$ cat config.mk
export PLATFORM = sky130hd
export DESIGN_NAME = traffic_light_monitor
export DESIGN_NICKNAME = d
export VERILOG_FILES = /design/src/rtl/tl_pkg.sv /design/src/rtl/tl_pair_decode.sv /design/src/rtl/traffic_light_monitor.sv
export SDC_FILE = /design/constraint.sdc
export NUM_CORES = 1
export LEC_CHECK = 0
export ABC_AREA = 1
export BUFFER_PORTS_ARGS = -buffer_cell sky130_fd_sc_hd__buf_2
export CORE_UTILIZATION = 45
export CTS_BUF_LIST = sky130_fd_sc_hd__clkbuf_16
export CTS_CLUSTER_SIZE = 12
export DETAILED_ROUTE_END_ITERATION = 12
export GPL_ROUTABILITY_DRIVEN = 0
export PLACE_DENSITY_LB_ADDON = 0.08
export SKIP_LAST_GASP = 1
export SLEW_MARGIN = 30
export SYNTH_ARGS = -nofsm -noshare
export SYNTH_HDL_FRONTEND = slang
export SYNTH_HIERARCHICAL = 1
export SYNTH_SLANG_ARGS = --single-unit
export TNS_END_PERCENT = 30
$ cat constraint.sdc
create_clock -name clk -period 3.3 [get_ports clk]
set_input_delay 0.165 -clock clk [delete_from_list [all_inputs] [get_ports clk]]
set_output_delay 0.165 -clock clk [all_outputs]
set_load 0.02 [all_outputs]
$ cat src/rtl/tl_pkg.sv
// Shared encodings for the traffic light monitor: light codes, phase enum, error flag layout.
`timescale 1ns/1ps
package tl_pkg;

  localparam logic [1:0] L_DARK = 2'b00;
  localparam logic [1:0] L_RED  = 2'b01;
  localparam logic [1:0] L_YEL  = 2'b10;
  localparam logic [1:0] L_GRN  = 2'b11;

  localparam int unsigned ERR_W = 5;

  typedef enum logic [2:0] {
    P_DARK = 3'd0,
    P_MG   = 3'd1,
    P_Y1   = 3'd2,
    P_SG   = 3'd3,
    P_Y2   = 3'd4
  } phase_e;

  // Bit order {decision, timing, seq, illegal, conflict}, bit4..bit0.
  typedef struct packed {
    logic decision;
    logic timing;
    logic seq;
    logic illegal;
    logic conflict;
  } err_t;

  function automatic logic is_yel(input phase_e p);
    return (p == P_Y1) || (p == P_Y2);
  endfunction

endpackage

$ cat src/rtl/tl_pair_decode.sv
// Maps a {MR,SR} light pair to a phase code; yellow always decodes as P_Y1 and the
// top resolves which yellow it is from context.
`timescale 1ns/1ps
module tl_pair_decode
  import tl_pkg::*;
(
  input  logic [1:0] i_mr,
  input  logic [1:0] i_sr,
  output phase_e     o_phase_c,
  output logic       o_illegal_c,
  output logic       o_conflict_c
);

  always_comb begin
    o_phase_c    = P_DARK;
    o_illegal_c  = 1'b0;
    o_conflict_c = (i_mr == L_GRN) && (i_sr == L_GRN);
    case ({i_mr, i_sr})
      {L_DARK, L_DARK}: o_phase_c = P_DARK;
      {L_GRN,  L_RED }: o_phase_c = P_MG;
      {L_YEL,  L_YEL }: o_phase_c = P_Y1;
      {L_RED,  L_GRN }: o_phase_c = P_SG;
      default:          o_illegal_c = 1'b1;
    endcase
  end

endmodule

$ cat src/rtl/traffic_light_monitor.sv
// Receive-side checker for the MR/SR light bus: legality, sequencing, run-length timing
// and green-extension decisions, plus completed-phase statistics.
`timescale 1ns/1ps
module traffic_light_monitor
  import tl_pkg::*;
#(
  parameter int unsigned PARAMETER    = 45,
  parameter int unsigned MR_GREEN_LEN = 30,
  parameter int unsigned SR_GREEN_LEN = 10,
  parameter int unsigned YELLOW_LEN   = 3,
  parameter int unsigned CNT_W        = 16
) (
  input  logic             clk,
  input  logic             rst,
  input  logic [1:0]       MR_ctl,
  input  logic [1:0]       SR_ctl,
  input  logic [7:0]       MR_cars,
  output logic [ERR_W-1:0] err_pulse,
  output logic [ERR_W-1:0] err_sticky,
  output logic [CNT_W-1:0] sr_phases,
  output logic [CNT_W-1:0] mr_ext
);

  localparam int unsigned    BLK_W    = $clog2(MR_GREEN_LEN + 1);
  localparam logic [BLK_W-1:0] BLK_ONE  = BLK_W'(1);
  localparam logic [BLK_W-1:0] BLK_LAST = BLK_W'(MR_GREEN_LEN);
  localparam logic [BLK_W-1:0] BLK_CAP  = BLK_W'(MR_GREEN_LEN - 1);
  localparam logic [CNT_W-1:0] RUN_ONE  = CNT_W'(1);
  localparam logic [CNT_W-1:0] YEL_LEN  = CNT_W'(YELLOW_LEN);
  localparam logic [CNT_W-1:0] YEL_OVER = CNT_W'(YELLOW_LEN + 1);
  localparam logic [CNT_W-1:0] SG_LEN   = CNT_W'(SR_GREEN_LEN);
  localparam logic [CNT_W-1:0] SG_OVER  = CNT_W'(SR_GREEN_LEN + 1);

  phase_e           w_dec_phase;
  logic             w_illegal;
  logic             w_conflict;

  phase_e           r_phase;
  logic [CNT_W-1:0] r_run;
  logic [BLK_W-1:0] r_blk;
  logic             r_ext;
  logic [7:0]       r_cars_ref;

  phase_e           w_phase_nxt;
  logic [CNT_W-1:0] w_run_nxt;
  logic [BLK_W-1:0] w_blk_nxt;
  logic             w_ext_nxt;
  logic             w_cap;
  logic             w_same;
  logic             w_at_dec;
  logic             w_exp_yel;
  logic             w_sr_inc;
  logic             w_ext_inc;
  err_t             w_err;

  tl_pair_decode u_dec (
    .i_mr         (MR_ctl),
    .i_sr         (SR_ctl),
    .o_phase_c    (w_dec_phase),
    .o_illegal_c  (w_illegal),
    .o_conflict_c (w_conflict)
  );

  // Next-state and violation evaluation for the sample taken at this edge.
  always_comb begin
    w_phase_nxt = r_phase;
    w_run_nxt   = r_run;
    w_blk_nxt   = r_blk;
    w_ext_nxt   = r_ext;
    w_cap       = 1'b0;
    w_sr_inc    = 1'b0;
    w_ext_inc   = 1'b0;
    w_err       = '0;
    w_same      = (w_dec_phase == r_phase) || ((w_dec_phase == P_Y1) && (r_phase == P_Y2));
    w_at_dec    = (r_phase == P_MG) && (r_blk == BLK_LAST);
    w_exp_yel   = r_ext || (32'(r_cars_ref) >= PARAMETER);

    if (w_illegal) begin
      w_err.illegal  = 1'b1;
      w_err.conflict = w_conflict;
      w_phase_nxt    = P_DARK;
      w_run_nxt      = RUN_ONE;
    end else begin
      if (w_at_dec) begin
        w_err.decision = w_exp_yel ? (w_dec_phase != P_Y1) : (w_dec_phase != P_MG);
        w_ext_inc      = r_ext && (w_dec_phase == P_Y1);
      end

      if (w_same) begin
        if (r_run != '1) w_run_nxt = r_run + RUN_ONE;
        if (is_yel(r_phase) && (w_run_nxt == YEL_OVER)) w_err.timing = 1'b1;
        if ((r_phase == P_SG) && (w_run_nxt == SG_OVER)) w_err.timing = 1'b1;
        if (r_phase == P_MG) begin
          // Block boundary: continuing green opens a new block, extended only on a mid-range count.
          if (w_at_dec) begin
            w_blk_nxt = BLK_ONE;
            w_ext_nxt = !w_exp_yel && (r_cars_ref != 8'd0);
          end else begin
            w_blk_nxt = r_blk + BLK_ONE;
          end
          w_cap = (w_blk_nxt == BLK_CAP);
        end
      end else begin
        w_run_nxt = RUN_ONE;
        case (r_phase)
          P_DARK: w_err.seq = (w_dec_phase != P_MG);
          P_MG:   w_err.seq = (w_dec_phase != P_Y1);
          P_Y1:   w_err.seq = (w_dec_phase != P_SG);
          P_SG:   w_err.seq = (w_dec_phase != P_Y1);
          P_Y2:   w_err.seq = (w_dec_phase != P_MG);
          default: w_err.seq = 1'b1;
        endcase
        case (r_phase)
          P_Y1, P_Y2: w_err.timing = (r_run != YEL_LEN);
          P_SG:       w_err.timing = (r_run != SG_LEN);
          P_MG:       w_err.timing = (r_blk != BLK_LAST);
          default:    w_err.timing = 1'b0;
        endcase
        w_sr_inc    = (r_phase == P_SG) && (w_dec_phase == P_Y1) && (r_run == SG_LEN);
        w_phase_nxt = ((w_dec_phase == P_Y1) && (r_phase == P_SG)) ? P_Y2 : w_dec_phase;
        if (w_dec_phase == P_MG) begin
          w_blk_nxt = BLK_ONE;
          w_ext_nxt = 1'b0;
          w_cap     = (BLK_ONE == BLK_CAP);
        end
      end
    end
  end

  // Phase state, run/block tracking and the sampled car count.
  always_ff @(posedge clk or negedge rst) begin
    if (!rst) begin
      r_phase    <= P_DARK;
      r_run      <= '0;
      r_blk      <= '0;
      r_ext      <= 1'b0;
      r_cars_ref <= '0;
    end else begin
      r_phase <= w_phase_nxt;
      r_run   <= w_run_nxt;
      r_blk   <= w_blk_nxt;
      r_ext   <= w_ext_nxt;
      if (w_cap) r_cars_ref <= MR_cars;
    end
  end

  // Flag and saturating statistic registers.
  always_ff @(posedge clk or negedge rst) begin
    if (!rst) begin
      err_pulse  <= '0;
      err_sticky <= '0;
      sr_phases  <= '0;
      mr_ext     <= '0;
    end else begin
      err_pulse  <= w_err;
      err_sticky <= err_sticky | w_err;
      if (w_sr_inc && (sr_phases != '1)) sr_phases <= sr_phases + RUN_ONE;
      if (w_ext_inc && (mr_ext != '1)) mr_ext <= mr_ext + RUN_ONE;
    end
  end

endmodule

After elaboration in Yosys (flattened, before gate mapping)
Cells that the tools add are included.
{"block": "totals", "regBits": 75, "input_bits": 14, "out_inout_bits": 42, "word_cells": 106}
{"block": "op_classes", "n_addsub": 4, "order_cmp": 1, "eq_ne": 29, "mux": 37, "n_bitwise": 1, "reduce_logical": 25}
{"operator": "two-way mux 16 bit", "n": 5}
{"operator": "adder 16 x 1 -> 16 bit (second input constant)", "n": 3}
{"operator": "inequality test 16 bit (second input constant)", "n": 3}
{"operator": "two-way mux 5 bit", "n": 7}
{"operator": "equality test 16 x 4 -> 1 bit (second input constant)", "n": 2}
{"operator": "two-way mux 1 bit", "n": 17}
{"operator": "equality test 16 x 3 -> 1 bit (second input constant)", "n": 1}
{"operator": "inequality test 16 x 2 -> 1 bit (second input constant)", "n": 1}
{"operator": "inequality test 16 x 4 -> 1 bit (second input constant)", "n": 1}
{"operator": "two-way mux 3 bit", "n": 4}
{"operator": "logical AND 1 bit", "n": 11}
{"operator": "equality test 5 bit (second input constant)", "n": 2}
{"operator": "equality test 3 x 2 -> 1 bit (second input constant)", "n": 3}
{"operator": "equality test 4 bit (second input constant)", "n": 2}
{"operator": "greater-or-equal comparator 8 x 6 -> 1 bit (second input constant)", "n": 1}
{"operator": "nonzero test 8 bit", "n": 1}
{"operator": "equality test 3 x 1 -> 1 bit (second input constant)", "n": 2}
{"operator": "inequality test 3 x 2 -> 1 bit (second input constant)", "n": 2}
{"operator": "one-hot mux 1 bit (3 select lines)", "n": 2}
{"operator": "one-hot mux 2 bit (3 select lines)", "n": 1}
{"operator": "OR reduction 2 bit", "n": 3}
{"operator": "adder 5 x 1 -> 5 bit (second input constant)", "n": 1}
{"operator": "inequality test 5 bit (second input constant)", "n": 1}
{"operator": "bitwise OR 5 bit", "n": 1}
{"operator": "16 further kinds", "n": 20}

Depth between registers and ports, before layout
{"block": "logic_depth", "word_depth": 14, "depth_mapped": 16, "depth_no_buf": 16}

Cells and area by module
Netlist, hierarchy kept.
{"module": "traffic_light_monitor", "n_inst": 1, "cells_each": 529, "area_per_inst_um2": 4251.6, "seq_area_each_um2": 1876.8}
{"module": "tl_pair_decode", "n_inst": 1, "cells_each": 25, "area_per_inst_um2": 105.1, "seq_area_each_um2": 0.0}

Worst setup path after synthesis
Ideal clock, no wire load.
{"block": "synth_timing", "path_type": "register -> register", "from": "register sr_phases[0]", "to": "register sr_phases[1]", "setup_time_ns": 0.125, "arrival_ns": 1.680, "required_ns": 3.175, "setup_slack_ns": 1.495, "path_stages_with_launch": 7, "path_buffers": 0, "period_less_slack_ns": 1.805, "path_cell_list": "dfrtp_1 ha_1 inv_1 nor3_1 nand4_1 o21ai_0 mux2_2"}
{"block": "synth_via", "elab_chain_cells": 2, "elab_cells_between_ends": 3, "cone_classes": "add/sub (1); eq/ne (1); reduce/logical (1)"}
{"element": "start, declared", "line": "traffic_light_monitor.sv:20", "rtl": "output logic [CNT_W-1:0] sr_phases,"}
{"element": "start signal, assigned", "line": "traffic_light_monitor.sv:157", "rtl": "if (w_sr_inc && (sr_phases != '1)) sr_phases <= sr_phases + RUN_ONE;"}
{"element": "branches (longest 2 deep; another with adder 16 x 1 -> 16 bit)"}
Several ways; the timed one is not identified.
A chain may end at the register's enable or synchronous reset.

Worst setup path in the final report
{"block": "layout_timing", "from": "register r_phase[1]", "to": "register r_run[6]"}
{"block": "layout_via", "elab_chain_cells": 5, "elab_cells_between_ends": 6, "cone_classes": "eq/ne (2); mux (2); reduce/logical (2)"}
{"element": "start, declared", "line": "traffic_light_monitor.sv:38", "rtl": "phase_e r_phase;"}
{"element": "start signal, assigned", "line": "traffic_light_monitor.sv:139", "rtl": "r_phase <= w_phase_nxt;"}
{"element": "equality test 3 bit", "line": "traffic_light_monitor.sv:74", "rtl": "w_same = (w_dec_phase == r_phase) || ((w_dec_phase == P_Y1) && (r_phase == P_Y2));"}
{"element": "logical AND 1 bit", "line": "traffic_light_monitor.sv:74"}
{"element": "logical OR 1 bit (*)", "line": "traffic_light_monitor.sv:74"}
{"element": "two-way mux 16 bit (*)", "line": "traffic_light_monitor.sv:89", "rtl": "if (w_same) begin"}
{"element": "two-way mux 16 bit (*)", "line": "traffic_light_monitor.sv:78", "rtl": "if (w_illegal) begin"}
{"element": "named net w_run_nxt[6]", "line": "traffic_light_monitor.sv:45", "rtl": "logic [CNT_W-1:0] w_run_nxt;"}
{"element": "end signal, assigned", "line": "traffic_light_monitor.sv:140", "rtl": "r_run <= w_run_nxt;"}
{"element": "end, declared", "line": "traffic_light_monitor.sv:39", "rtl": "logic [CNT_W-1:0] r_run;"}
The timed path passes the listed nets; every way through them passes the cells marked *.

==> metrics <==
status complete, no violations; drt first pass iters 5; PD cells 425 nW/um2; Slew Limit Fails 0; post-detail-place hpwl roughly 7200 um; fmax roughly 480 MHz; design area approximately 5100 um2; layout cell share with drive strength beyond 1 0.192; Synth async-reset ratio 1.00; reg2reg setup slack ~1.2 ns; initial antenna violation count 0; Hold EP r_cars_ref[0]; Avg Cell Area, Syn between 7 and 8 um2; Setup Buffers After CTS 0; most used cell, CP inv_2; # IOs 56; CP peak stage delay 0.45 ns; Max VDD drop 0.213 mV; most common cell after layout, fill and taps aside nand2_1; hold_ws 0.0708 ns; number of CTS-inserted buffers 9; Worst-Margin Slew 0.673 ns; max_cap viols 0; Setup crit end kind flip-flop; post-synth top area cell dfrtp_1; DIE WIDTH 100 um; Synth top area share 0.431; GRT overflow 0; Clk Latency, worst-skew pair approximately 0.33 ns; CP max-delay cell dfrtp_1; root buffer selected by CTS clkbuf_16; Reg2Reg Depth 8; largest net degree at the start of global routing 76; Static Leak 2.55 nW; synthesis-to-layout area growth 16.6%; fin worst setup slack 1.20 ns; R2R Path End r_run[6]; CP arrival ~2.3 ns; vias in the first global route 3613; vias 3764; post-synthesis sequential area ratio 0.431; Die H 100 um; final setup fails 0; final-stage net count about 640; Cell Area, Synth 4360 um2; worst reg2reg path startpoint r_phase[1]; critical path peak fanout 16; Rel. slew slack 0.552; WL/cell 13.1 um; Total GRT Usage 0.212; CTS clk-pin slew, worst paths about 0.06 ns; pre-CTS setup slack 1.13 ns; EDFF count, synth 0; Die ar. 10100 um2; Final TNS setup 0 ns; Ys Warns 6; Mapped Nets around 570; RSZ-0062 raised after global routing false; DRC viols 0; Vias/cell 5.02; Clock Skew 0.00753 ns; Initial Util 0.467; CP Launch Type flip-flop; synth top area cells dfrtp_1 (43%), nand2_1 (11%), inv_1 (5.7%); final wirelength 9800 um; Hold Vio Cnt, Final 0; placed cell area around 4800 um2; Post-Syn Instances 554; CTS tree built; critical path cell sequence nor2_1 -> nand2_1 -> or2_0 -> nand2_2 -> inv_2 -> nor2_4 -> inv_2 -> a31oi_1; Layout Utilization 0.544; Tcrit/Tclk final 0.636; total clock sinks 75; Tmin final 2.10 ns; critical path class flip-flop to flip-flop; Main synth FF type dfrtp_1; # diodes 0; Std-Cell Rows 35; hold path depth 3; most frequent cells in the layout nand2_1 (129), dfrtp_1 (75), inv_1 (66), nor2_1 (66), buf_2 (54); Core ar. 9330 um2; worst hold path startpoint MR_cars[0]; worst hold path type primary input to flip-flop; Initial DRC Count 161; IO Port Bufs 55; post-synthesis register bit count 75; Final ANT Viol Nets 0; global-route wire length before repair 17000 um; Max Root-Sink Buffers 2; Distinct cells, synth 41; H-tree depth 3; Worst EP required 3.53 ns
==> registers in the layout, indices dropped and copies added (netlist names) <==
signal / flops
r_phase: 3
r_run: 16
mr_ext: 16
err_pulse: 5
sr_phases: 16
r_blk: 5
r_ext: 1
err_sticky: 5
r_cars_ref: 8
==> critical path: cells and delay by family (launching register included) <==
| family | cells | cell delay, ns |
|---|---|---|
| compound gates | 1 | 0.25 |
| buf+inv | 2 | 0.32 |
| flops | 1 | 0.45 |
| simple gates | 5 | 0.96 |
==> through the flow <==
step	total power [mW]	cells
floorplan	1.14	554
global placement	1.20	734
detailed placement	1.20	734
CTS	2.19	749
global route	2.26	750
finish	2.16	750
==> routing by layer <==
metal  wire length (um)  track usage  up-vias
met2               4680        0.345       70
met5                  0            0        -
met1               4700        0.287     1765
met4                 91       0.0591        0
met3                324       0.0453        9
li1                   -            -     1920
==> what timing repair did <==
| item | 4_1_cts | 5_1_grt |
|---|---|---|
| gates resized for setup | 0 | 0 |
| setup endpoints to repair | 0 | 0 |
| hold buffers | 0 | 1 |
| endpoints found under the hold margin | 0 | 75 |
==> power by group <==
group          total [mW]  internal (mW)  leakage (nW)  switching, mW
clock               0.973          0.583         0.142          0.391
combinational       0.202         0.0696          1.42          0.133
sequential          0.981          0.954         0.989         0.0270
==> final cells by class <==
type | instances | area, um2
clock inverters | 6 | 65.1
repair buffers | 57 | 299
multi-input cells | 402 | 2180
inverters | 72 | 272
flip-flops and latches | 75 | 1880
clock buffers | 9 | 225
well taps | 129 | 161
fillers | 893 | 4250
==> synthesized netlist by cell type (2+ instances only) <==
cell	number
nand2_1	129
dfrtp_1	75
inv_1	66
nor2_1	66
nand3_1	39
nand4_1	23
xor2_1	18
xnor2_1	16
nor3_1	14
a21oi_1	11
o21ai_0	10
nand2_2	9
nor2_4	7
ha_1	6
nor2_2	6
nor4_1	6
o22ai_1	6
or2_2	6
inv_2	5
a31oi_1	4
nand3_2	4
o21ai_1	4
nand2_4	3
buf_2	2
buf_4	2
nor3_2	2
==> logic make-up after synthesis <==
logic type	Yosys count	synth area share
buf+inv	77	0.0689
compound gates	39	0.0505
simple gates	321	0.361
flops	75	0.431
xor+xnor	34	0.0684
fa+ha+maj	6	0.0172
mux	1	0.00258
other cells	1	0.000861
==> how the worst max path moves through the flow <==
| stage | start | endpoint | slack (ns) | cells past startpoint |
|---|---|---|---|---|
| CTS | r_phase[1] | r_run[6] | 1.21 | 8 |
| finish | r_phase[1] | r_run[6] | 1.20 | 8 |
| global placement | SR_ctl[0] | r_run[6] | 1.10 | 13 |
| global route | r_run[0] | err_sticky[3] | 0.98 | 11 |
| detailed placement | SR_ctl[0] | r_run[15] | 1.13 | 13 |
| floorplan | sr_phases[0] | sr_phases[1] | 1.49 | 6 |
No activity file was read; power rests on OpenSTA's default activity.
